## src/rtl/iram_loader_if.sv

```systemverilog
// Signal bundle between the monitor loader and its UART byte streams,
// the instruction RAM monitor port and the CPU start controls.
interface iram_loader_if;
  logic [7:0]  rx_data;
  logic        rx_valid;
  logic [7:0]  tx_data;
  logic        tx_valid;
  logic        tx_ready;
  logic [11:0] i_ram_wadr;
  logic [31:0] i_ram_wdata;
  logic        i_ram_wen;
  logic [11:0] i_ram_radr;
  logic [31:0] i_ram_rdata;
  logic        i_read_sel;
  logic        cpu_start;
  logic [29:0] start_adr;
  logic        busy;

  modport master (
    input  rx_data, rx_valid, tx_ready, i_ram_rdata,
    output tx_data, tx_valid, i_ram_wadr, i_ram_wdata, i_ram_wen,
           i_ram_radr, i_read_sel, cpu_start, start_adr, busy
  );

  modport slave (
    output rx_data, rx_valid, tx_ready, i_ram_rdata,
    input  tx_data, tx_valid, i_ram_wadr, i_ram_wdata, i_ram_wen,
           i_ram_radr, i_read_sel, cpu_start, start_adr, busy
  );
endinterface

```

## src/rtl/iram_loader.sv

```systemverilog
// Byte-stream command decoder that writes, reads back and launches code in
// the CPU instruction RAM ('W' write, 'R' read, 'G' go).
module iram_loader (
  input  logic          clk,
  input  logic          rst,
  iram_loader_if.master bus
);
  typedef enum logic [3:0] {
    S_IDLE, S_ADR0, S_ADR1, S_CNT0, S_CNT1, S_WDAT,
    S_RADR, S_RLAT, S_RSEND, S_GADR, S_GO
  } state_e;

  state_e      state_q, state_d;
  logic        is_read_q, is_read_d;
  logic [11:0] adr_q, adr_d;
  logic [12:0] cnt_q, cnt_d;
  logic [1:0]  idx_q, idx_d;
  logic [31:0] word_q, word_d;
  logic [7:0]  tx_data_q, tx_data_d;
  logic        tx_valid_q, tx_valid_d;
  logic [11:0] wadr_q, wadr_d;
  logic [31:0] wdata_q, wdata_d;
  logic        wen_q, wen_d;
  logic [11:0] radr_q, radr_d;
  logic        read_sel_q, read_sel_d;
  logic        cpu_start_q, cpu_start_d;
  logic [29:0] start_adr_q, start_adr_d;
  logic        busy_q;

  logic [31:0] shift_word_s;
  logic [12:0] cnt_field_s;
  logic        last_word_s;

  // Bytes arrive LSB first, so each new byte enters at the top and slides down.
  assign shift_word_s = {bus.rx_data, word_q[31:8]};
  assign cnt_field_s  = {bus.rx_data[4:0], cnt_q[7:0]};
  assign last_word_s  = (cnt_q == 13'd1);

  // Next-state and output decode.
  always_comb begin
    state_d     = state_q;
    is_read_d   = is_read_q;
    adr_d       = adr_q;
    cnt_d       = cnt_q;
    idx_d       = idx_q;
    word_d      = word_q;
    tx_data_d   = tx_data_q;
    tx_valid_d  = tx_valid_q;
    wadr_d      = wadr_q;
    wdata_d     = wdata_q;
    wen_d       = 1'b0;
    radr_d      = radr_q;
    read_sel_d  = read_sel_q;
    cpu_start_d = 1'b0;
    start_adr_d = start_adr_q;
    case (state_q)
      S_IDLE: begin
        if (bus.rx_valid) begin
          idx_d = 2'd0;
          if (bus.rx_data == 8'h57 || bus.rx_data == 8'h52) begin
            state_d   = S_ADR0;
            is_read_d = (bus.rx_data == 8'h52);
          end else if (bus.rx_data == 8'h47) begin
            state_d = S_GADR;
          end else begin
            state_d = S_IDLE;
          end
        end else begin
          state_d = S_IDLE;
        end
      end
      S_ADR0: begin
        if (bus.rx_valid) begin
          adr_d[7:0] = bus.rx_data;
          state_d    = S_ADR1;
        end else begin
          state_d = S_ADR0;
        end
      end
      S_ADR1: begin
        if (bus.rx_valid) begin
          adr_d[11:8] = bus.rx_data[3:0];
          state_d     = S_CNT0;
        end else begin
          state_d = S_ADR1;
        end
      end
      S_CNT0: begin
        if (bus.rx_valid) begin
          cnt_d   = {5'd0, bus.rx_data};
          state_d = S_CNT1;
        end else begin
          state_d = S_CNT0;
        end
      end
      S_CNT1: begin
        if (bus.rx_valid) begin
          cnt_d = (cnt_field_s == 13'd0) ? 13'h1000 : cnt_field_s;
          idx_d = 2'd0;
          if (is_read_q) begin
            state_d    = S_RADR;
            read_sel_d = 1'b1;
            radr_d     = adr_q;
          end else begin
            state_d = S_WDAT;
          end
        end else begin
          state_d = S_CNT1;
        end
      end
      S_WDAT: begin
        if (bus.rx_valid) begin
          word_d = shift_word_s;
          idx_d  = idx_q + 2'd1;
          if (idx_q == 2'd3) begin
            wen_d   = 1'b1;
            wadr_d  = adr_q;
            wdata_d = shift_word_s;
            adr_d   = adr_q + 12'd1;
            cnt_d   = cnt_q - 13'd1;
            state_d = last_word_s ? S_IDLE : S_WDAT;
          end else begin
            state_d = S_WDAT;
          end
        end else begin
          state_d = S_WDAT;
        end
      end
      S_RADR: begin
        state_d = S_RLAT;
      end
      S_RLAT: begin
        word_d     = bus.i_ram_rdata;
        tx_data_d  = bus.i_ram_rdata[7:0];
        tx_valid_d = 1'b1;
        idx_d      = 2'd0;
        state_d    = S_RSEND;
      end
      S_RSEND: begin
        if (tx_valid_q && bus.tx_ready) begin
          idx_d = idx_q + 2'd1;
          if (idx_q == 2'd3) begin
            tx_valid_d = 1'b0;
            adr_d      = adr_q + 12'd1;
            cnt_d      = cnt_q - 13'd1;
            if (last_word_s) begin
              read_sel_d = 1'b0;
              state_d    = S_IDLE;
            end else begin
              radr_d  = adr_q + 12'd1;
              state_d = S_RADR;
            end
          end else begin
            word_d    = {8'd0, word_q[31:8]};
            tx_data_d = word_q[15:8];
            state_d   = S_RSEND;
          end
        end else begin
          state_d = S_RSEND;
        end
      end
      S_GADR: begin
        if (bus.rx_valid) begin
          word_d = shift_word_s;
          idx_d  = idx_q + 2'd1;
          if (idx_q == 2'd3) begin
            start_adr_d = shift_word_s[31:2];
            cpu_start_d = 1'b1;
            state_d     = S_GO;
          end else begin
            state_d = S_GADR;
          end
        end else begin
          state_d = S_GADR;
        end
      end
      S_GO: begin
        state_d = S_IDLE;
      end
      default: begin
        state_d = S_IDLE;
      end
    endcase
  end

  // State and registered-output update.
  always_ff @(posedge clk or posedge rst) begin
    if (rst) begin
      state_q     <= S_IDLE;
      is_read_q   <= 1'b0;
      adr_q       <= 12'd0;
      cnt_q       <= 13'd0;
      idx_q       <= 2'd0;
      word_q      <= 32'd0;
      tx_data_q   <= 8'd0;
      tx_valid_q  <= 1'b0;
      wadr_q      <= 12'd0;
      wdata_q     <= 32'd0;
      wen_q       <= 1'b0;
      radr_q      <= 12'd0;
      read_sel_q  <= 1'b0;
      cpu_start_q <= 1'b0;
      start_adr_q <= 30'd0;
      busy_q      <= 1'b0;
    end else begin
      state_q     <= state_d;
      is_read_q   <= is_read_d;
      adr_q       <= adr_d;
      cnt_q       <= cnt_d;
      idx_q       <= idx_d;
      word_q      <= word_d;
      tx_data_q   <= tx_data_d;
      tx_valid_q  <= tx_valid_d;
      wadr_q      <= wadr_d;
      wdata_q     <= wdata_d;
      wen_q       <= wen_d;
      radr_q      <= radr_d;
      read_sel_q  <= read_sel_d;
      cpu_start_q <= cpu_start_d;
      start_adr_q <= start_adr_d;
      busy_q      <= (state_d != S_IDLE);
    end
  end

  assign bus.tx_data     = tx_data_q;
  assign bus.tx_valid    = tx_valid_q;
  assign bus.i_ram_wadr  = wadr_q;
  assign bus.i_ram_wdata = wdata_q;
  assign bus.i_ram_wen   = wen_q;
  assign bus.i_ram_radr  = radr_q;
  assign bus.i_read_sel  = read_sel_q;
  assign bus.cpu_start   = cpu_start_q;
  assign bus.start_adr   = start_adr_q;
  assign bus.busy        = busy_q;
endmodule

```

## src/flat_wrapper.sv

```systemverilog
// flat-port wrapper written by rule: the top's interface ports become plain ports
module iram_loader_flat 
  (clk, rst, bus_rx_data, bus_rx_valid, bus_tx_ready, bus_i_ram_rdata, bus_tx_data, bus_tx_valid, bus_i_ram_wadr, bus_i_ram_wdata, bus_i_ram_wen, bus_i_ram_radr, bus_i_read_sel, bus_cpu_start, bus_start_adr, bus_busy);
  iram_loader_if bus_i ();
  input  logic clk;
  input  logic rst;
  input wire logic [$bits(bus_i.rx_data)-1:0] bus_rx_data;
  input wire logic [$bits(bus_i.rx_valid)-1:0] bus_rx_valid;
  input wire logic [$bits(bus_i.tx_ready)-1:0] bus_tx_ready;
  input wire logic [$bits(bus_i.i_ram_rdata)-1:0] bus_i_ram_rdata;
  output wire logic [$bits(bus_i.tx_data)-1:0] bus_tx_data;
  output wire logic [$bits(bus_i.tx_valid)-1:0] bus_tx_valid;
  output wire logic [$bits(bus_i.i_ram_wadr)-1:0] bus_i_ram_wadr;
  output wire logic [$bits(bus_i.i_ram_wdata)-1:0] bus_i_ram_wdata;
  output wire logic [$bits(bus_i.i_ram_wen)-1:0] bus_i_ram_wen;
  output wire logic [$bits(bus_i.i_ram_radr)-1:0] bus_i_ram_radr;
  output wire logic [$bits(bus_i.i_read_sel)-1:0] bus_i_read_sel;
  output wire logic [$bits(bus_i.cpu_start)-1:0] bus_cpu_start;
  output wire logic [$bits(bus_i.start_adr)-1:0] bus_start_adr;
  output wire logic [$bits(bus_i.busy)-1:0] bus_busy;
  assign bus_i.rx_data = bus_rx_data;
  assign bus_i.rx_valid = bus_rx_valid;
  assign bus_i.tx_ready = bus_tx_ready;
  assign bus_i.i_ram_rdata = bus_i_ram_rdata;
  assign bus_tx_data = bus_i.tx_data;
  assign bus_tx_valid = bus_i.tx_valid;
  assign bus_i_ram_wadr = bus_i.i_ram_wadr;
  assign bus_i_ram_wdata = bus_i.i_ram_wdata;
  assign bus_i_ram_wen = bus_i.i_ram_wen;
  assign bus_i_ram_radr = bus_i.i_ram_radr;
  assign bus_i_read_sel = bus_i.i_read_sel;
  assign bus_cpu_start = bus_i.cpu_start;
  assign bus_start_adr = bus_i.start_adr;
  assign bus_busy = bus_i.busy;
  iram_loader u_core (.clk(clk), .rst(rst), .bus(bus_i));
endmodule
```

## config.mk

```make
export PLATFORM = sky130hd
export DESIGN_NAME = iram_loader_flat
export DESIGN_NICKNAME = d
export VERILOG_FILES = /design/src/rtl/iram_loader_if.sv /design/src/rtl/iram_loader.sv /design/src/flat_wrapper.sv
export SDC_FILE = /design/constraint.sdc
export NUM_CORES = 1
export LEC_CHECK = 0
export CAP_MARGIN = 10
export CORE_MARGIN = 2
export CORE_UTILIZATION = 60
export DETAILED_ROUTE_END_ITERATION = 8
export DONT_BUFFER_PORTS = 1
export GPL_ROUTABILITY_DRIVEN = 0
export GPL_TIMING_DRIVEN = 1
export PLACE_DENSITY = 0.87
export SLEW_MARGIN = 40
export SYNTH_ARGS = -nofsm -noshare
export SYNTH_HDL_FRONTEND = slang
export SYNTH_SLANG_ARGS = --single-unit
```

## constraint.sdc

```tcl
create_clock -name clk -period 6.4 [get_ports clk]
set_input_delay 1.6 -clock clk [delete_from_list [all_inputs] [get_ports clk]]
set_output_delay 1.6 -clock clk [all_outputs]
set_load 0.02 [all_outputs]
```

==> results.md, run 1 <==
* Outcome: completed
* HP Class: flop to flop
* Hold Fails Final Rpt at 0
* Core ar. at 0.01252 mm²
* Crit path launch type: primary input
* Hold slack at approximately 550 ps
* Net Sw Power at around 1400 µW
* DR iter-0 viols at around 470
* R2R depth at 4
* Final TNS setup at 0 ps
* Initial antenna violation count at 0
* Fillers at between 900 and 1000
* Bufs on Longest Clock Path at 2
* Asr flop ratio synth at between 90% and 100%
* Crit path max fanout at 30
* Sw Share at roughly two fifths
* Average cell area after synthesis at around 11 µm²
* First-pass DRT Iterations at 6
* Die Span X at between 100 and 150 µm
* All-Layer GR Usage at approximately 28%
* Min cycle time layout at 3078 ps
* Post-Synth Adder-Cell Area at less than 1%
* Hold_buf cts at 0
* Area share of xor/xnor cells in the synthesized design at about 1.3%
* VDD IR max at roughly 0.00022 V
* Worst setup margin at 3322 ps
* Endpoint type of the worst setup path: flop
* Kind of critical path: primary input to flop
* Yosys warns at 0
* Synthesized netlist cell count at roughly 670
* Ant diodes at 0
* Main synth FF type: dfrtp_1
* GRT overflow at 0
* Top post-synthesis cells by area: dfrtp_1, mux2_2, mux2i_1
* Final setup viols at 0
* Maxcap violations at 0
* Post-Synth Simple-Gate Area at 13.13%
* Via density at around 6.4
* Number of synthesized flops with an enable pin at 0
* Clk sink count at approximately 160
* Dpl ws at around 2900 ps
* Die Y at approximately 120 µm
* Area leader, netlist: dfrtp_1
* Synth Area in Compound Gates at between 10% and 20%
* Mux share of post-synthesis cell area at between 15 and 20%
* Via count at 5404
* Flop pwr share at between 40% and 50%
* Starting density of the core at about 61%
* Max_slew headroom at between 40% and 50%
* Most frequent cells in the layout: dfrtp_1, mux2_2, nor2_1
* Leak at between 0.003 and 0.004 µW
* CTS H-tree depth at 4
* CP Data Required Time at about 6700 ps
* Flop and latch count out of synthesis at about 160
* CTS tree: yes
* Pwr per Cell Area at around 430 mW/mm²
* Placed Cells at just over 800
* Worst-Margin Slew at around 800 ps
* Non-Filler Instances at between 800 and 900
* Fin crit share at between 40 and 50%
* Internal at between 2000 and 2500 µW
* Synthesized cell area at around 0.0076 mm²
* Post-synth top area share at approximately half
* CP arrival at roughly 3400 ps
* Row count at 41
* Slew Viols, Final at 0
* # Post-CTS Setup Buffers at 0
* Yosys cell types at between 70 and 80
* Io pins at between 100 and 150
* Area Growth Syn to Fin at 8.127%
* Routed WL per cell at roughly 22 µm
* Setup Skew at between 20 and 25 ps
* Sequential fraction of the synthesis area at around 51%
* Largest net degree at the start of global routing at between 90 and 100
* Worst skew pair latency at between 400 and 500 ps
* First-pass GRT wire length at about 29000 µm
* Net Count, Synth at about 700
* Power share of the clock group at 26.4%
* Most common cell after layout, fill and taps aside: dfrtp_1
* Num CTS Buffers at 17
* Resize count post-CTS at 0
* Post-Route WL at between 15000 and 20000 µm
* RSZ-0062 raised after global routing: false
* Hold Path Depth at 1
* Vias in the first global route at 5508
* FMAX at approximately 320 MHz
* # DRC at 0
* Largest family of logic cells by synthesized area: multiplexers
* Root buf cell: clkbuf_16
* Clock Pin Slew Worst Setup and Hold Paths at about 60 ps
* DRT antenna net count at 0
* Die area at approximately 0.014 mm²
* Total Nets Final at ~710
* Layout cells sized above 1 at between 20% and 30%
* Post-DP HPWL at around 12000 µm
* Comb power frac at around 29%
* Port Buf Inserts at 0
## critical path: stages
cell and delay, ps:
nand2_1 120, nor3_4 720, buf_4 530, mux2_2 390
## path summary, 6_finish.rpt
path | to | slack (ps) | from
setup / recovery | u_core.bus.i_ram_wdata[31] | 3320 | bus_rx_valid
hold / removal | u_core.idx_q[0] | 550 | u_core.idx_q[0]
setup reg to reg | u_core.bus.i_ram_wdata[31] | 3410 | u_core.state_q[2]
hold reg to reg | u_core.idx_q[0] | 550 | u_core.idx_q[0]
max in group asynchronous | u_core.cnt_q[3] | 4330 | rst
min in group asynchronous | u_core.adr_q[7] | 1130 | rst
## cells by family after synthesis
| family | count (synthesis) |
|---|---|
| and+or+nand+nor | 192 |
| DFF | 155 |
| AOI/OAI and AO/OA | 140 |
| muxes | 116 |
| buffers and inverters | 53 |
| xor gates and xnor gates | 11 |
| adders and majority gates | 5 |
## final cells by class
class	count	area, µm²	area share [%]
sequential	155	3879	47.07
multi-input combinational	464	3480	42.23
clock buffer	22	464.2	5.633
tap	172	215.2	2.612
clock inverter	9	90.09	1.093
timing repair buffer	8	63.81	0.7744
inverter	11	48.80	0.5922
## cell usage after synthesis, types with 10 or more instances
cell type	n
nand3_1	24
nand2_1	50
buf_2	18
clkbuf_1	10
a31oi_1	11
inv_1	11
nor2_1	55
mux2i_1	28
dfrtp_1	155
a21oi_1	30
mux2_2	75
o21ai_0	31
## stage by stage
stage / cell area, µm² / util, % / power [µW]
floorplan: 7621 / - / 2394
global placement: 7660 / 61.20 / 2531
detailed placement: 7660 / 61.20 / 2613
CTS: 8214 / 65.62 / 3571
global route: 8240 / 65.83 / 3791
finish: 8240 / 65.83 / 3583
## registers in the layout, summed over array words and instances, names as in the netlist
name and flops:
u_core.bus.busy 1, u_core.bus.start_adr 30, u_core.bus.i_ram_wdata 32, u_core.bus.i_read_sel 1
u_core.idx_q 2, u_core.cnt_q 13, u_core.bus.i_ram_wadr 12, u_core.bus.cpu_start 1
u_core.word_q 24, u_core.bus.tx_valid 1, u_core.state_q 4, u_core.bus.i_ram_wen 1
u_core.bus.i_ram_radr 12, u_core.adr_q 12, u_core.is_read_q 1, u_core.bus.tx_data 8
## power by group through the flow
stage                     clock [µW]  sequential (µW)  combinational, µW
after global placement             0             1590                944
after global routing            1010             1650               1140
after CTS                        955             1600               1020
after detailed placement           0             1610               1000
after floorplan                    0             1460                933
final                            944             1610               1030
## routing by layer
metal / up-vias / GRT usage (%) / wire [µm]
li1: 2399 / - / -
met1: 2684 / 33.55 / 7127
met2: 279 / 44.51 / 8843
met3: 42 / 10.85 / 1721
met4: 0 / 10.67 / 459
met5: - / 0 / 0
No activity file was read; power rests on OpenSTA's default activity.
==> run 2, diff against run 1 <==
==> constraint.sdc (replaced) <==
create_clock -name clk -period 3 [get_ports clk]
set_input_delay 0.75 -clock clk [delete_from_list [all_inputs] [get_ports clk]]
set_output_delay 0.75 -clock clk [all_outputs]
set_load 0.02 [all_outputs]
==> run 2 against run 1 <==
Against the previous run:
- clock power rose by 110%
- critical path depth increased by 1
- sequential cell count did not move
- final cell count increased by 1.1%
- global-route usage down 0.067 points
- first-iteration DRC count is 42% higher
- register-to-register slack got worse by 3000 ps
- utilization rose by 0.55 points
- combinational power up 130%
- critical endpoint is now u_core.cnt_q[0]
==> results.md, run 2 (same netlist as run 1, synthesis figures left out) <==
* Outcome: completed (unchanged)
* Largest net degree at the start of global routing at 87 (was 96)
* Internal at 4633 µW (was 2207 µW)
* Clk sink count at 155 (unchanged)
* Slew Viols, Final at 0 (unchanged)
* Non-Filler Instances at 850 (was 841)
* CP Data Required Time at 3310 ps (was 6700 ps)
* Endpoint type of the worst setup path: flop (unchanged)
* # Post-CTS Setup Buffers at 0 (unchanged)
* Hold_buf cts at 0 (unchanged)
* Placed Cells at 817 (was 809)
* Crit path launch type: flop (was primary input)
* Final setup viols at 0 (unchanged)
* Net Sw Power at 3110 µW (was 1376 µW)
* FMAX at approximately 380 MHz
* WP depth at 5 (was 4)
* Sequential cell area at 0.003879 mm² (unchanged)
* CP arrival at 2940 ps (was 3380 ps)
* Slowest cell delay on critical path at 780 ps (was 720 ps)
* Power share of the clock group at 26.0% (was 26.4%)
* DR iter-0 viols at 663 (was 467)
* All-Layer GR Usage at 27.53% (was 27.60%)
* Routed WL per cell at 22.48 µm (was 21.58 µm)
* R2R depth at 5 (was 4)
* RSZ-0062 raised after global routing: false (unchanged)
* FF-to-FF Start: u_core.state_q[3] (was u_core.state_q[2])
* Die Y at 116.7 µm (unchanged)
* Cell Chain, Critical Path: or4b_1 > a21oi_4 > a211o_2 > nor2_1 > mux2i_1 (was nand2_1 > nor3_4 > buf_4 > mux2_2)
* Row count at 41 (unchanged)
* Resize count post-CTS at 0 (unchanged)
* Kind of critical path: flop to flop (was primary input to flop)
* Post-Route WL at 19110 µm (was 18150 µm)
* Port Buf Inserts at 0 (unchanged)
* VDD IR max at 0.0004116 V (was 0.0002174 V)
* Worst skew pair latency at 430 ps (about the same)
* Min cycle time layout at between 2000 and 3000 ps
* First-pass DRT Iterations at 6 (unchanged)
* Num CTS Buffers at 17 (unchanged)
* Max_slew headroom at 51.61% (was 46.33%)
* Hold Fails Final Rpt at 0 (unchanged)
* Ant diodes at 0 (unchanged)
* Initial antenna violation count at 0 (unchanged)
* Multi-input logic area at 0.003486 mm² (was 0.003480 mm²)
* Max reg flops at 32 (unchanged)
* CTS tree: yes (unchanged)
* # DRC at 0 (unchanged)
* CP max-delay cell: or4b_1 (was nor3_4)
* Root buf cell: clkbuf_16 (unchanged)
* Bufs on Longest Clock Path at 2 (unchanged)
* GRT overflow at 0 (unchanged)
* Fillers at 892 (was 953)
* HP Class: primary input to async pin (was flop to flop)
* Final TNS setup at 0 ps (unchanged)
* Most common cell after layout, fill and taps aside: dfrtp_1 (unchanged)
* Worst-Margin Slew at 720.3 ps (was 802.5 ps)
* Total Nets Final at 714 (was 706)
* Area Growth Syn to Fin at 9.030% (was 8.127%)
* Pwr per Cell Area at 931.9 mW/mm² (was 434.8 mW/mm²)
* Most frequent cells in the layout: dfrtp_1, mux2_2, nor2_1 (unchanged)
* Sw Share at 40.17% (was 38.41%)
* Vias in the first global route at 5442 (was 5508)
* Crit path max fanout at 23 (was 30)
* Maxcap violations at 0 (unchanged)
* Via density at 6.527 (was 6.426)
* Flop pwr share at 43.5% (was 44.8%)
* Fin crit share at around 88%
* Critical path's top delay family: simple AND/OR/NAND/NOR gates (unchanged)
* Die Span X at 116.7 µm (unchanged)
* CTS H-tree depth at 4 (unchanged)
* Core ar. at 0.01252 mm² (unchanged)
* Starting density of the core at 60.89% (unchanged)
* Crit path buf inv count at 0 (was 1)
* Leak at 0.003880 µW (was 0.003848 µW)
* Layout cells sized above 1 at 24.63% (was 23.17%)
* DRT antenna net count at 0 (unchanged)
* First-pass GRT wire length at 28690 µm (was 28610 µm)
* Post-DP HPWL at 12430 µm (was 12250 µm)
* Via count at 5548 (was 5404)
* Die area at 0.01362 mm² (unchanged)
* Clock Pin Slew Worst Setup and Hold Paths at 60 ps (about the same)
* Crit. Startpoint: u_core.state_q[3] (was bus_rx_valid)
* Setup Skew at 13.76 ps (was 20.11 ps)
* Comb power frac at 30.4% (was 28.8%)
* Io pins at 143 (unchanged)
## run 2: worst paths after layout
path | endpoint | slack [ps]
worst min register to register | u_core.idx_q[1] | 520
worst max-delay path | u_core.cnt_q[0] | 370
min in group clk | u_core.is_read_q | 430
worst max register to register | u_core.cnt_q[0] | 370
max in group asynchronous | u_core.bus.start_adr[18] | 2180
worst min-delay path | u_core.bus.i_ram_wadr[10] | 320
## run 2: cell type report
| class | count | share of cell area [%] |
|---|---|---|
| sequential | 155 | 46.68 |
| inverter | 11 | 0.5421 |
| tap | 172 | 2.590 |
| clock buffer | 18 | 5.165 |
| clock inverter | 14 | 1.431 |
| multi-input combinational | 464 | 41.95 |
| timing repair buffer | 16 | 1.641 |
## run 2: power by group through the flow
stage	sequential, µW	combinational, µW	clock [µW]
floorplan	3120	1990	0
global placement	3320	2120	0
detailed placement	3370	2240	0
CTS	3340	2310	2010
global route	3440	2560	2120
finish	3370	2360	2020
## run 2: routing by layer
metal | up-vias | GRT usage (%) | share of wire (%)
met4 | 0 | 9.804 | 2.7
met1 | 2740 | 34.95 | 39
met2 | 330 | 45.01 | 49
met3 | 73 | 8.303 | 9.3
met5 | - | 0 | 0
li1 | 2405 | - | -
## run 2: through the flow
stage               worst slack, ps  hold WS, ps  area [µm²]  utilization [%]  power (µW)
finish                        366.3        322.7        8309            66.38        7743
global placement              545.3        494.0        7731            61.77        5440
floorplan                     291.1        483.5        7625                -        5108
detailed placement            448.9        502.4        7731            61.77        5609
CTS                           384.8        354.4        8279            66.14        7660
global route                  264.4        392.6        8309            66.38        8118
==> run 3, diff against run 2 <==
--- a/config.mk
+++ b/config.mk
@@ -5,6 +5,7 @@
 export SDC_FILE = /design/constraint.sdc
 export NUM_CORES = 1
 export LEC_CHECK = 0
+export ABC_AREA = 1
 export CAP_MARGIN = 10
 export CORE_MARGIN = 2
 export CORE_UTILIZATION = 60
==> run 3 against run 2 <==
Against the previous run:
- design area fell by 0.15%
- clock skew decreased by 4.9 ps
- combinational power increased by 29%
==> results.md, run 3 <==
* Max reg flops at 32 (unchanged)
* Io pins at 143 (unchanged)
* CP max-delay cell: dfrtp_1 (was or4b_1)
* CP Data Required Time at 3370 ps (was 3310 ps)
* Crit path max fanout at 33 (was 23)
* Net Count, Synth at 1030 (was 721)
* Pwr per Cell Area at 1040 mW/mm² (was 931.9 mW/mm²)
* Resize count post-CTS at 0 (unchanged)
* RSZ-0062 raised after global routing: false (unchanged)
* Sequential fraction of the synthesis area at 51.47% (was 50.89%)
* Hold_buf cts at 0 (unchanged)
* Starting density of the core at 62.22% (was 60.89%)
* Routed WL per cell at 16.35 µm (was 22.48 µm)
* Crit path launch type: flop (unchanged)
* Worst setup margin at 654.9 ps (was 366.3 ps)
* HP Class: primary input to async pin (unchanged)
* Top post-synthesis cells by area: dfrtp_1, nand2_1, o21ai_0 (was dfrtp_1, mux2_2, mux2i_1)
* R2R depth at 9 (was 5)
* Port Buf Inserts at 0 (unchanged)
* Total Nets Final at 1022 (was 714)
* Die area at 0.01347 mm² (was 0.01362 mm²)
* Yosys warns at 0 (unchanged)
* Vias in the first global route at 6043 (was 5442)
* Layout cells sized above 1 at 6.897% (was 24.63%)
* Largest net degree at the start of global routing at 156 (was 87)
* Sw Share at 43.12% (was 40.17%)
* Row count at 40 (was 41)
* Yosys cell types at 33 (was 75)
* Kind of critical path: flop to flop (unchanged)
* Post-DP HPWL at 12920 µm (was 12430 µm)
* Main synth FF type: dfrtp_1 (unchanged)
* DR iter-0 viols at 712 (was 663)
* Area leader, netlist: dfrtp_1 (unchanged)
* Clock Pin Slew Worst Setup and Hold Paths at 70 ps (was 60 ps)
* Synthesized cell area at 0.007536 mm² (was 0.007621 mm²)
* Dpl ws at 733.1 ps (was 448.9 ps)
* Outcome: completed (unchanged)
* Cell Chain, Critical Path: nor2_2 > nand2_2 > inv_2 > nor2_4 > nand2_2 > nand3_4 > inv_4 > nand2_1 > nand2_1 (was or4b_1 > a21oi_4 > a211o_2 > nor2_1 > mux2i_1)
* Post-synth top area share at 51.47% (was 50.89%)
* Final TNS setup at 0 ps (unchanged)
* Net Sw Power at 3721 µW (was 3110 µW)
* Flop pwr share at 37.8% (was 43.5%)
* Fillers at 969 (was 892)
* Ant diodes at 0 (unchanged)
* CTS H-tree depth at 4 (unchanged)
* All-Layer GR Usage at 29.63% (was 27.53%)
* Max_slew headroom at 60.01% (was 51.61%)
* Bufs on Longest Clock Path at 2 (unchanged)
* CTS tree: yes (unchanged)
* Via count at 6460 (was 5548)
* Synthesized netlist cell count at 981 (was 672)
* # DRC at 0 (unchanged)
* Slowest cell delay on critical path at 480 ps (was 780 ps)
* Most numerous cell in the Yosys netlist: nand2_1 (was dfrtp_1)
* DRT antenna net count at 0 (unchanged)
* GRT overflow at 0 (unchanged)
* First-pass GRT wire length at 30630 µm (was 28690 µm)
* Average cell area after synthesis at 7.682 µm² (was 11.34 µm²)
* Fin crit share at 78.17% (was 87.79%)
* Asr flop ratio synth at 100.0% (unchanged)
* First-pass DRT Iterations at 5 (was 6)
* Worst skew pair latency at 430 ps (about the same)
* Area Growth Syn to Fin at 10.09% (was 9.030%)
* Initial antenna violation count at 0 (unchanged)
* Via density at 5.598 (was 6.527)
* VDD IR max at 0.0005118 V (was 0.0004116 V)
* Commonest cells post-synth: nand2_1, dfrtp_1, o21ai_0 (was dfrtp_1, mux2_2, nor2_1)
* Clk sink count at 155 (unchanged)
* Most frequent cells in the layout: nand2_1, dfrtp_1, o21ai_0 (was dfrtp_1, mux2_2, nor2_1)
* Comb power frac at 35.3% (was 30.4%)
* Root buf cell: clkbuf_16 (unchanged)
* Leak at 0.004206 µW (was 0.003880 µW)
* Final setup viols at 0 (unchanged)
* Setup Skew at 8.871 ps (was 13.76 ps)
* Min cycle time layout at 2345 ps (was 2634 ps)
* Die Y at 116.1 µm (was 116.7 µm)
* Power share of the clock group at 26.8% (was 26.0%)
* Number of synthesized flops with an enable pin at 0 (unchanged)
* Internal at 4908 µW (was 4633 µW)
* FMAX at 426.4 MHz (was 379.7 MHz)
* Most common cell after layout, fill and taps aside: nand2_1 (was dfrtp_1)
* CP arrival at 2710 ps (was 2940 ps)
* # Post-CTS Setup Buffers at 0 (unchanged)
* Core ar. at 0.01211 mm² (was 0.01252 mm²)
* Post-Route WL at 18870 µm (was 19110 µm)
* Core Util, Final at 68.50% (was 66.38%)
* Slew Viols, Final at 0 (unchanged)
* Flop and latch count out of synthesis at 155 (unchanged)
* Hold Fails Final Rpt at 0 (unchanged)
* Num CTS Buffers at 17 (unchanged)
* Die Span X at 116.1 µm (was 116.7 µm)
* Maxcap violations at 0 (unchanged)
* Worst-Margin Slew at 599.0 ps (was 720.3 ps)
* Endpoint type of the worst setup path: flop (unchanged)
==> run 3: layout make-up <==
class	count	area [µm²]	share of cell area [%]
flip-flops and latches	155	3879	46.75
repair buffers	9	100.1	1.206
well taps	168	210.2	2.534
inverters	80	306.5	3.695
clock buffers	17	425.4	5.127
multi-input cells	710	3159	38.08
clock inverters	15	216.5	2.609
==> run 3: worst paths after layout <==
path | slack [ps] | start | to
setup / recovery | 650 | u_core.state_q[1] | u_core.word_q[10]
hold / removal | 270 | rst | u_core.bus.i_ram_wdata[23]
setup reg to reg | 650 | u_core.state_q[1] | u_core.word_q[10]
hold reg to reg | 490 | u_core.word_q[24] | u_core.word_q[24]
max in group asynchronous | 2020 | rst | u_core.cnt_q[9]
min in group clk | 430 | bus_rx_data[6] | u_core.bus.i_ram_wdata[30]
==> run 3: cells by family after synthesis <==
kind of cell	after synthesis	synth area share (%)
buffers and inverters	116	6.675
AOI/OAI and AO/OA	138	9.846
and+or+nand+nor	560	30.37
adders and majority gates	5	0.8302
DFF	155	51.47
xor gates and xnor gates	7	0.8136
==> run 3: power groups by stage <==
stage | registers, µW | clock network (µW) | logic [µW]
after floorplan | 3140 | 0 | 2550
after global placement | 3260 | 0 | 2880
after detailed placement | 3280 | 0 | 2960
after CTS | 3250 | 2330 | 3020
after global routing | 3330 | 2450 | 3500
final | 3260 | 2320 | 3050
==> run 3: layer usage <==
metal / track usage, % / up-vias / part of all wire [%]
met5: 0 / - / 0
met4: 11.51 / 0 / 2.3
met3: 10.20 / 35 / 11
met2: 44.87 / 318 / 45
met1: 39.62 / 3012 / 42
li1: - / 3095 / -
==> run 3: worst max-delay path: cells and delay by family, from the launching register on <==
family,cells,cell delay (ps)
simple gates,7,1140
buf+inv,2,660
flops,1,480
==> run 3: through the flow <==
stage                     cell area (µm²)  hold WS, ps  total power, µW  std cells
after floorplan                      7540        448.8             5686        981
after global placement               7627        463.9             6139       1121
after detailed placement             7627        466.7             6242       1121
after CTS                            8269        422.9             8607       1153
after global routing                 8297        305.7             9281       1154
final                                8297        268.8             8629       1154
==> variant 1, RTL diff (settings of run 2) <==
Reset style: synchronous (`rst`), changed in one clocked block.
--- a/src/rtl/iram_loader.sv
+++ b/src/rtl/iram_loader.sv
@@ -185,5 +185,5 @@
 
   // State and registered-output update.
-  always_ff @(posedge clk or posedge rst) begin
+  always_ff @(posedge clk) begin
     if (rst) begin
       state_q     <= S_IDLE;
Check against the original RTL: differs if rst is asserted again (counterexample within 4 cycles, from zero or initial values and one cycle with rst high); with rst held inactive, the same outputs for 4 cycles.
==> variant 1 against run 2 <==
Cell area shrank 5.8%; cell count is 22% higher; first-iteration DRC count rose by 20%; routed wire length is 0.89% higher; worst hold slack improved by 0.060 ns; sequential cell count did not move; critical endpoint is now u_core.bus.tx_data[0]; setup slack improved by 0.053 ns; global-route usage up 2.5 points; die area decreased by 5.5%; area after synthesis is 5.7% lower.
Power is not compared: it rests on default switching activity, and its combinational part moved more than twofold at a synthesized area within 25%.
==> variant 1: results (changes against run 2) <==
Finish
  – Nets: 933 (+31%)
  – P&R area growth vs syn: 8.99% (about the same)
  – Inverters: 16 (+5)
  – Seq area share: 39.6% (-7.1 points)
  – Multi-input combinational cell count: 673 (+45%)
  – Non-clock buffer total of the final layout: 21 (+5)
  – FILL cells: 951 (+6.6%)
  – Clkbuf count: 19 (+1)
  – Buffer share of cell area: 2.17% (+0.53 points)

Synth
  – Synthesized area per cell: 7.78 um^2 (-31%)
  – Syn_nets: 972 (+35%)
  – Synth unique cells: 66 (-12%)
  – Main synth FF type: dfxtp_1

Global routing
  – Vias in the first global route: 6154 (+13%)
  – GRT Total Usage: 30.0% (+2.5 points)
  – First-pass GRT wire length: 31000 um (+7.9%)
  – Largest net degree at the start of global routing: 147 (+69%)

Critical path
  – Critical path peak fanout: 22 (-4.3%)

Place
  – Post-place instance area: 7210 um^2 (-6.7%)
  – DP Worst Slack: 0.480 ns (+0.0309 ns)
  – Final HPWL DP: 12900 um (+3.6%)

STA
  – Hold slack: 0.383 ns (+0.0603 ns)
  – Final Critical Period: 2.58 ns (-0.0526 ns)

Drt
  – Via density: 6.35 (-2.7%)

Outcome
  – Status: finished, final reports clean
variant 1: changes by cell type in the layout (fill, tap and decap cells not counted), moves of 36 or more:
cell / before / now
nor2_1: 55 / 96
dfrtp_1: 155 / 0
nand2_1: 50 / 196
a21oi_1: 30 / 104
mux2_2: 75 / 0
dfxtp_1: 0 / 155
a211oi_1: 0 / 36
variant 1: cells by family after synthesis:
| family | count (synthesis) | share of synthesized area (%) |
|---|---|---|
| simple gates | 386 | 23.9 |
| compound gates | 251 | 22.5 |
| xor+xnor | 15 | 1.83 |
| buf+inv | 95 | 5.42 |
| fa+ha+maj | 5 | 0.871 |
| flops | 155 | 43.2 |
| mux | 16 | 2.23 |
variant 1: per-layer routing:
metal	track usage (%)	share of wire [%]
met1	36.9	39
met2	46.8	47
met4	15.4	2.7
met3	10.5	11
met5	0	0
==> variant 2, RTL diff (flow settings as in run 2) <==
Without the edit above. Re-encode `state_e` (11 states) as one-hot, 11 bits wide.
--- a/src/rtl/iram_loader.sv
+++ b/src/rtl/iram_loader.sv
@@ -6,7 +6,7 @@
   iram_loader_if.master bus
 );
-  typedef enum logic [3:0] {
-    S_IDLE, S_ADR0, S_ADR1, S_CNT0, S_CNT1, S_WDAT,
-    S_RADR, S_RLAT, S_RSEND, S_GADR, S_GO
+  typedef enum logic [10:0] {
+    S_IDLE = 11'b00000000001, S_ADR0 = 11'b00000000010, S_ADR1 = 11'b00000000100, S_CNT0 = 11'b00000001000, S_CNT1 = 11'b00000010000, S_WDAT = 11'b00000100000,
+    S_RADR = 11'b00001000000, S_RLAT = 11'b00010000000, S_RSEND = 11'b00100000000, S_GADR = 11'b01000000000, S_GO = 11'b10000000000
   } state_e;
 
Behaviour: no difference found for any inputs over 4 cycles, from zero or initial values and one cycle with rst high; so few cycles prove little.
==> variant 2 against run 2 <==
Sequential cell count is 7 higher; fmax is 6.1% lower; count of clock-buffer cells in the layout is 1 higher; routed wire length is 7.0% higher; cell area is 2.7% higher; setup slack worse by 0.17 ns; area after synthesis is 1.8% higher; critical path depth is 1 higher; worst hold slack worse by 0.036 ns; critical path type unchanged; critical endpoint is now u_core.cnt_q[2].
Power is not compared: it rests on default switching activity, and its combinational part moved more than twofold at a synthesized area within 25%.
==> variant 2: results (changes against run 2) <==
STA
  – Hold slack: 0.287 ns (-0.0358 ns)
  – Final Critical Period: 2.80 ns (+0.170 ns)
  – Worst-Margin Slew: 0.720 ns (-0.000148 ns)
  – Worst Skew: 0.00762 ns (-0.00613 ns)

Clock tree
  – CTS resizes: 0 (unchanged)
  – TritonCTS buffer count: 17 (unchanged)
  – Clock Latency Late Sink: 0.43 ns (about the same)
  – Max H-tree Level: 4 (unchanged)
  – CTS root buf: clkbuf_16
  – Clock buffer depth: 2 (unchanged)
  – Postcts setup bufs: 0 (unchanged)
  – Clk pin slew, worst setup/hold paths: 0.06 ns (about the same)

Finish
  – Max FFs per register: 32 (unchanged)
  – Antenna cells: 0 (unchanged)
  – Non-Filler Instances: 967 (+14%)
  – Nets: 832 (+17%)
  – Layout cells sized above 1: 15.2% (-9.4 points)

Place
  – PortBufs: 0 (unchanged)
  – DP Worst Slack: 0.252 ns (-0.197 ns)
  – Final HPWL DP: 13600 um (+9.3%)
  – Placed cell count: 935 (+14%)

Synth
  – Synth unique cells: 67 (-11%)
  – Post-synth top cells: nand2_1, dfrtp_1, nor2_1
  – Synth area leaders: dfrtp_1, nand2_1, mux2_2
  – Ys async rst share: 100% (unchanged)
  – Syn_nets: 840 (+17%)
  – Ys Warns: 0 (unchanged)
  – Register area share after synthesis: 52.3% (+1.4 points)
  – Main synth FF type: dfrtp_1
  – Cells after synthesis: 791 (+18%)

Critical path
  – R2R setup slack: 0.20 ns (-0.17 ns)
  – Slowest CP cell: or4_4
  – Critical path peak fanout: 16 (-30%)
  – CP max stage delay: 0.70 ns (-0.08 ns)
  – Crit path arrival time: 3.12 ns (+0.18 ns)

Floorplanning
  – Core Box Area: 12600 um^2 (+0.82%)

Global routing
  – GRT Total Usage: 30.0% (+2.4 points)
  – First-pass GRT wire length: 32500 um (+13%)
  – Initial antenna violation count: 1 (+1)
  – Largest net degree at the start of global routing: 163 (+87%)
  – Vias in the first global route: 6212 (+14%)

Min path
  – Hold crit path type: input port to async pin

Drt
  – Initial DRT Pass Iterations: 8 (+2)
  – Via density: 6.40 (-2.0%)
  – WL per Instance: 21.1 um (-6.0%)
  – Initial drt markers: 581 (-12%)

Power
  – Leak: 0.00415 uW
  – Max rail drop VDD: 0.000352 V
  – P_int: 3390 uW

Outcome
  – Status: finished, final reports clean
variant 2: cells by family after synthesis:
group | Yosys count | share of synthesized area (%)
flops | 162 | 52.3
mux | 67 | 9.37
xor+xnor | 19 | 2.14
fa+ha+maj | 5 | 0.806
buf+inv | 65 | 3.69
simple gates | 316 | 18.5
compound gates | 157 | 13.2
variant 2: final timing paths:
path,startpoint,to,cells after the start
max,u_core.state_q[2],u_core.cnt_q[2],6
min,rst,u_core.bus.tx_data[2],2
max reg2reg,u_core.state_q[2],u_core.cnt_q[2],6
min reg2reg,u_core.idx_q[0],u_core.idx_q[0],1
max in group asynchronous,rst,u_core.state_q[0],3
min in group clk,bus_rx_data[4],u_core.bus.start_adr[26],2
variant 2: stage by stage:
stage               cell area [um^2]  total power, uW
floorplan                       7760             2480
global placement                7950             2510
detailed placement              7950             2530
CTS                             8500             4510
global route                    8530             4650
finish                          8530             4520
variant 2: critical path: cells and delay by family (launching register included):
kind | cells | cell delay [ns]
simple gates | 3 | 1.49
compound gates | 3 | 0.71
flops | 1 | 0.49
variant 2: cell type report:
class | instances | area (um^2)
Clock buffer | 19 | 443
Clock inverter | 12 | 98.8
Fill cell | 927 | 4090
Inverter | 16 | 63.8
Multi-Input combinational cell | 564 | 3430
Sequential cell | 162 | 4060
Tap cell | 172 | 215
Timing Repair Buffer | 22 | 223
variant 2: per-layer routing:
metal / vias to the layer above / track usage [%] / wire (um)
met5: - / 0 / 0
met1: 3036 / 37.7 / 7760
met2: 366 / 47.4 / 9930
met4: 0 / 13.6 / 688
met3: 55 / 9.79 / 2060
li1: 2730 / - / -
variant 2: power groups by stage:
stage,sequential (uW),clock (uW),combinational [uW]
6_report,2240,2020,258
3_5_place_dp,2280,0,247
5_1_grt,2240,2120,286
2_1_floorplan,2270,0,209
3_3_place_gp,2280,0,235
4_1_cts,2240,2020,251
